==> src/rtl/ifft_frame_loader.sv <==
`default_nettype none
// ============================================================================
// Module      : ifft_frame_loader
// Description : Ping-pong frame assembler feeding a 16-point FFT/IFFT core.
// Revision    : 1.0 - initial release
// ============================================================================
module ifft_frame_loader #(
   parameter int N      = 16,
   parameter int DATA_W = 12
) (
   input  logic                  clk,
   input  logic                  rst_n,
   input  logic                  s_valid,
   output logic                  s_ready,
   input  logic [DATA_W-1:0]     s_real,
   input  logic [DATA_W-1:0]     s_imag,
   input  logic                  s_last,
   input  logic                  s_mode,
   output logic                  fft_start,
   output logic                  fft_mode,
   input  logic                  fft_done,
   output logic [N*DATA_W-1:0]   frame_real,
   output logic [N*DATA_W-1:0]   frame_imag,
   output logic                  err_last
);

   localparam int                c_IDX_W    = $clog2(N);
   localparam logic [c_IDX_W-1:0] c_LAST_IDX = c_IDX_W'(N - 1);

   typedef enum logic [0:0] {
      ST_IDLE = 1'b0,
      ST_BUSY = 1'b1
   } state_t;

   logic [DATA_W-1:0]  r_mem_re [2][N];
   logic [DATA_W-1:0]  r_mem_im [2][N];
   logic [1:0]         r_mode;
   logic [1:0]         r_full;
   logic               r_wr_bank;
   logic [c_IDX_W-1:0] r_wr_idx;
   logic               r_rd_bank;
   logic               r_done_q;
   state_t             r_state;

   logic               w_accept;
   logic               w_fill;
   logic               w_release;

   assign s_ready   = ~r_full[r_wr_bank];
   assign w_accept  = s_valid & s_ready;
   assign w_fill    = w_accept & (r_wr_idx == c_LAST_IDX);
   // A done edge coinciding with the start pulse belongs to the previous job.
   assign w_release = (r_state == ST_BUSY) & ~fft_start & fft_done & ~r_done_q;

   always_ff @(posedge clk or negedge rst_n) begin
      if (!rst_n) begin
         for (int b = 0; b < 2; b++) begin
            for (int i = 0; i < N; i++) begin
               r_mem_re[b][i] <= '0;
               r_mem_im[b][i] <= '0;
            end
         end
         r_mode    <= '0;
         r_wr_bank <= 1'b0;
         r_wr_idx  <= '0;
         err_last  <= 1'b0;
      end else begin
         err_last <= 1'b0;
         if (w_accept) begin
            r_mem_re[r_wr_bank][r_wr_idx] <= s_real;
            r_mem_im[r_wr_bank][r_wr_idx] <= s_imag;
            if (r_wr_idx == '0) begin
               r_mode[r_wr_bank] <= s_mode;
            end
            if (r_wr_idx == c_LAST_IDX) begin
               r_wr_bank <= ~r_wr_bank;
               r_wr_idx  <= '0;
               err_last  <= ~s_last;
            end else if (s_last) begin
               r_wr_idx  <= '0;
               err_last  <= 1'b1;
            end else begin
               r_wr_idx  <= r_wr_idx + 1'b1;
            end
         end
      end
   end

   // Fill and release always target different banks, so both may apply.
   always_ff @(posedge clk or negedge rst_n) begin
      if (!rst_n) begin
         r_full <= '0;
      end else begin
         if (w_release) begin
            r_full[r_rd_bank] <= 1'b0;
         end
         if (w_fill) begin
            r_full[r_wr_bank] <= 1'b1;
         end
      end
   end

   always_ff @(posedge clk or negedge rst_n) begin
      if (!rst_n) begin
         r_state   <= ST_IDLE;
         r_rd_bank <= 1'b0;
         r_done_q  <= 1'b0;
         fft_start <= 1'b0;
      end else begin
         r_done_q  <= fft_done;
         fft_start <= 1'b0;
         case (r_state)
            ST_IDLE: begin
               if (r_full[r_rd_bank]) begin
                  fft_start <= 1'b1;
                  r_state   <= ST_BUSY;
               end
            end
            ST_BUSY: begin
               if (w_release) begin
                  r_rd_bank <= ~r_rd_bank;
                  r_state   <= ST_IDLE;
               end
            end
            default: r_state <= ST_IDLE;
         endcase
      end
   end

   assign fft_mode = r_mode[r_rd_bank];

   generate
      for (genvar gi = 0; gi < N; gi++) begin : g_pack
         assign frame_real[gi*DATA_W +: DATA_W] = r_mem_re[r_rd_bank][gi];
         assign frame_imag[gi*DATA_W +: DATA_W] = r_mem_im[r_rd_bank][gi];
      end
   endgenerate

endmodule
`default_nettype wire

==> config.mk <==
export PLATFORM = sky130hd
export DESIGN_NAME = ifft_frame_loader
export DESIGN_NICKNAME = d
export VERILOG_FILES = /design/src/rtl/ifft_frame_loader.sv
export SDC_FILE = /design/constraint.sdc
export NUM_CORES = 1
export LEC_CHECK = 0
export CAP_MARGIN = 25
export CORE_ASPECT_RATIO = 0.8
export CORE_MARGIN = 8
export CORE_UTILIZATION = 65
export CTS_CLUSTER_SIZE = 14
export DETAILED_ROUTE_END_ITERATION = 7
export DONT_BUFFER_PORTS = 1
export PLACE_DENSITY = 0.92
export SKIP_LAST_GASP = 1
export SYNTH_ARGS = -nofsm -noshare
export SYNTH_HDL_FRONTEND = slang
export SYNTH_SLANG_ARGS = --single-unit
==> constraint.sdc <==
create_clock -name clk -period 5.65 [get_ports clk]
set_input_delay 0 -clock clk [delete_from_list [all_inputs] [get_ports clk]]
set_output_delay 0 -clock clk [all_outputs]
set_load 0.01 [all_outputs]
[Word level (Yosys, flattened, before mapping)]
Index checks and enable logic that the tools add are counted.
Cells by class
  add/subtract/negate cells: 1
  magnitude comparators: 9
  eq/ne operators: 1
  multiplexer cells: 34
  bitwise gates (word level): 18
  reductions and logical operators: 8
Operator list (count)
  two-way mux 192 bit: 7
  bitwise mux 384 bit: 2
  demux 192 bit (select 1 bit): 1
  demux 12 bit (select 4 bit): 1
  two-way mux 1 bit: 14
  two-way mux 12 bit: 1
  two-way mux 4 bit: 2
  NOT 1 bit: 7
  AND reduction 2 bit: 3
  AND 1 bit: 5
  >= comparator 5 bit (second input constant): 1
  < comparator 5 x 1 -> 1 bit (second input constant): 1
  NOT 4 -> 5 bit: 1
  adder 4 x 1 -> 4 bit (second input constant): 1
  equality test 4 bit (second input constant): 1
  >= comparator 2 bit (second input constant): 2
  logical AND 1 bit: 4
  zero test 4 bit: 1
  < comparator 1 x 2 -> 1 bit (second input constant): 2
  two-way mux 2 bit: 2
  NOT 1 -> 2 bit: 2
  AND 2 bit: 1
  bitwise mux 2 bit: 1
  demux 1 bit (select 1 bit): 2
  other kinds (5): 6
Storage, ports and cells
  register bits: 782
  input bits: 30
  output and inout port bits: 388
  logic and storage cells: 144

[Depth between registers and ports, before layout]
  depth in word-level cells: 9
  depth in mapped cells: 7
  depth with buffers taken out: 5

[Least setup slack after synthesis]
Ideal clock, no wire load.
  path kind: flip-flop to flip-flop
  from: register r_wr_idx[0]
  to: register r_mem_im[230] (netlist name)
  setup time: 0.125 ns
  arrival time: 1.809 ns
  data required time: 5.525 ns
  path slack: 3.716 ns
  cell stages (with the launch flop): 8
  path buffers: 2
  period minus slack after synthesis: 1.934 ns
  path through: dfrtp_1 > inv_1 > ha_1 > and4bb_2 > nor2b_1 > clkbuf_1 > buf_2 > mux2_2
Between the ends
  longest elaborated chain between the ends: 8
  elaborated cells between the ends (all ways): 9
  those cells by class: order compare (2); mux (5); bitwise (1); reduce/logical (1)
RTL lines
  from (decl): line 40  | logic [c_IDX_W-1:0] r_wr_idx;
  from (signal assigned): line 83  | r_wr_idx <= r_wr_idx + 1'b1;
  NOT 4 -> 5 bit (not written as such) *: line 71  | r_mem_im[r_wr_bank][r_wr_idx] <= s_imag;
  >= comparator 5 bit (not written as such) / < comparator 5 x 1 -> 1 bit (equally long branches): line 71
  logical AND 1 bit (not written as such): line 71
  two-way mux 12 bit (not written as such): line 71
  demux 12 bit (select 4 bit) *: line 71
  two-way mux 192 bit (not written as such) *: line 71
  demux 192 bit (select 1 bit) *: line 71
  bitwise mux 384 bit *: line 71
  to (signal, indexed assignment): line 71
  to (decl): line 36  | logic [DATA_W-1:0] r_mem_im [2][N];
Mark *: on every way between the ends. The rest lies on a longest branch, timed or not.
A chain may end at the register's enable or synchronous reset.

[Final worst setup path]
  from: register r_rd_bank
  to: output frame_imag[108]
Between the ends
  longest elaborated chain between the ends: 4
RTL lines
  from (decl): line 41  | logic r_rd_bank;
  from (signal assigned): line 121  | r_rd_bank <= ~r_rd_bank;
  NOT 1 -> 2 bit (not written as such): line 135  | assign frame_imag[gi*DATA_W +: DATA_W] = r_mem_im[r_rd_bank][gi];
  two-way mux 192 bit (3 in series)
  to (decl): line 23  | output logic [N*DATA_W-1:0] frame_imag,
Every way passes these cells. The select of a mux whose other input is x is not followed.

==> flow_summary.yaml <==
run_status:
  status: "complete, but fails checks"
  violations: "hold timing, slew limit"
finish:
  drive_above_1_share_pct: 59.62
  post-route-cell-area_um2: 37980
  layout.nets: 2239
  fillers: 3021
  layout-area-overhead-vs-synth_pct: 11.66
  antenna_cells: 0
drt:
  ant_nets: 0
  wl_per_cell_um: 29.69
  routed_wl_um: 87710
  vias_per_cell: 6.367
  vias: 18810
  drt-initial-drc-count: 1410
  drc_errors: 0
  dr.pass1.iters: 5
synthesis:
  synth_cell_type_count: 37
  synth_top_area_cell: "dfrtp_1"
  yosys.area.top_type_share_pct: 57.53
  post_synth_inst_count: 2215
  syn-cell-area_um2: 34020
  syn_nets: 2249
  ys_ff_latch: 782
  seq_area_frac_synth_pct: 57.53
  synth.avg_cell_area_um2: 15.36
  yosysWarningCount: 0
  synth_area_leaders: "dfrtp_1 58%, mux2_2 38%, buf_2 1.1%"
  synthArstFlopShare_pct: 100.0
  synth_edf_count: 0
  synth_top_flop_cell: "dfrtp_1"
worst_setup_path:
  crit_path_top_delay_cell: "dfrtp_4"
  cp.required_ps: 5650
  worst-path-max-fanout: 70
  crit_chain: "buf_4 -> mux2_2"
  r2r_start: "r_wr_idx[3]"
  worstReg2RegEnd: "r_mem_im[21]"
  endpoint_kind: "output port"
  crit_type: "reg -> out"
  r2r_slack_ps: 2630
  r2r_cells: 4
  cp-start-kind: "flop"
  worstPathArrival_ps: 3090
  slowest_delay_ps: 990
global_routing:
  grt_pass1_wl_um: 132700
  grt_pass1_vias: 20370
  grt_max_degree: 783
  grt-ovfl-total: 0
  grt.total_usage_pct: 28.84
  antenna_found_initial: 2
power_and_ir_drop:
  ir_worst_vdd_mv: 0.4506
  power_density_nw_per_um2: 386.1
  power_leakage_uw: 0.01890
floorplan:
  fp.dieArea_um2: 59950
  die_w_um: 271.8
  core_area_um2: 52080
  ioPinCount: 418
  start_util_pct: 65.31
  fp-row-count: 75
  die-height_um: 220.6
worst_hold_path:
  min_path_type: "in -> async"
sta:
  setup_tns_ps: 0
  skew_ps: 21.79
  max_slew_margin_pct: -6.874
  period_share_pct: 54.70
  hold_viol: 782
  layout_min_cycle_time_ps: 3091
  fmax_mhz: 323.5
  timing.final.ws_setup_ps: 2559
  rsz0062_at_grt: "no"
  tightest_slew_ps: 1603
  hold_slack_ps: -911.5
  report.final.slew_viol_count: 180
  setup_viol: 0
cts:
  post-cts-setup-buffers: 0
  cts_root_buf: "clkbuf_16"
  htree_levels: 3
  cts_sinks: 782
  clkTransAtPathRegs_ps: 60
  cts_tree: "yes"
  cts_max_path_buffers: 3
  ctsResizeCount: 0
  cts_hold_buf: 76
  numCtsBuffers: 76
  clk_latency_ps: 610
placement:
  port_buffers: 0
  hpwlAfterDp_um: 52180
  place_ws_ps: 3177
  gp_congestion: 0.8294
  place_area_um2: 34360
flow_run:
  maxCapViolations: 0
metrics by stage:
| stage | util, % | power, uW | instances |
|---|---|---|---|
| global placement | 65.97 | 9132 | 2743 |
| global route | 72.93 | 15140 | 2954 |
| CTS | 72.91 | 14690 | 2953 |
| finish | 72.93 | 14660 | 2954 |
| floorplan | - | 8679 | 2215 |
| detailed placement | 65.97 | 9243 | 2743 |
synth_stat cells (5+ instances only):
master and count:
inv_1 5, buf_4 6, clkbuf_1 101, nor2b_1 8
nand2_1 16, nor2_1 14, dfrtp_1 782, mux2_2 1151
buf_2 76, buf_1 6
sequential cells by signal, indices dropped and copies added (netlist names), 2 cells and up:
| signal | cells |
|---|---|
| r_mode | 2 |
| r_mem_re | 384 |
| r_wr_idx | 4 |
| r_full | 2 |
| r_mem_im | 384 |
cell usage in the layout, fill, tap and decap left out, types with 5 or more instances in the layout:
cell type	Yosys	final
clkbuf_1	101	11
clkbuf_8	0	25
buf_12	0	26
bufinv_16	0	6
dfrtp_1	782	781
mux2_2	1151	1151
nor2_4	2	9
nor2_2	0	5
clkinv_2	0	6
clkbuf_16	0	77
dlygate4sd3_1	0	52
nand2_1	16	16
inv_1	5	5
buf_4	6	23
nor2b_1	8	6
how the worst max path moves through the flow:
stage                 endpoint  slack (ps)  cells after the start         from
3_5_place_dp      r_mem_re[39]        3180                      3  r_wr_idx[3]
4_1_cts        frame_imag[108]        2620                      2    r_rd_bank
2_1_floorplan    r_mem_im[230]        3720                      7  r_wr_idx[0]
6_report       frame_imag[108]        2560                      2    r_rd_bank
3_3_place_gp     r_mem_re[254]        3240                      3  r_wr_idx[2]
5_1_grt           r_mem_im[21]        2420                      4  r_wr_idx[3]
critical path: cells and delay by family (launching register included):
family,cells,cell delay [ps]
buffers and inverters,1,840
DFF,1,990
muxes,1,480
power breakdown:
part	switching, uW	internal (uW)
Clock	2150	3120
Sequential	409	6140
Combinational	1490	1360
layer usage:
metal	vias up	global-route usage, %	part of all wire, %
met5	-	0	0.025
li1	7866	-	-
met2	615	47.53	50
met3	168	6.955	6.3
met4	4	10.30	3.5
met1	10150	37.50	41
cell families after synthesis:
family / Yosys count / synth area share [%]
compound gates: 10 / 0.2244
fa+ha+maj: 4 / 0.1471
simple gates: 65 / 1.236
flops: 782 / 57.53
xor+xnor: 2 / 0.05151
mux: 1158 / 38.32
buf+inv: 194 / 2.487
final cells by class:
cell class | instances | area, um^2 | area share, %
Sequential cell | 782 | 19570 | 51.53
Clock buffer | 113 | 2312 | 6.088
Clock inverter | 21 | 304.0 | 0.8005
Multi-Input combinational cell | 1239 | 13690 | 36.05
Timing Repair Buffer | 101 | 1214 | 3.195
Inverter | 5 | 18.77 | 0.04941
Tap cell | 693 | 867.1 | 2.283
Note: power is estimated with default switching activity, not from simulation.
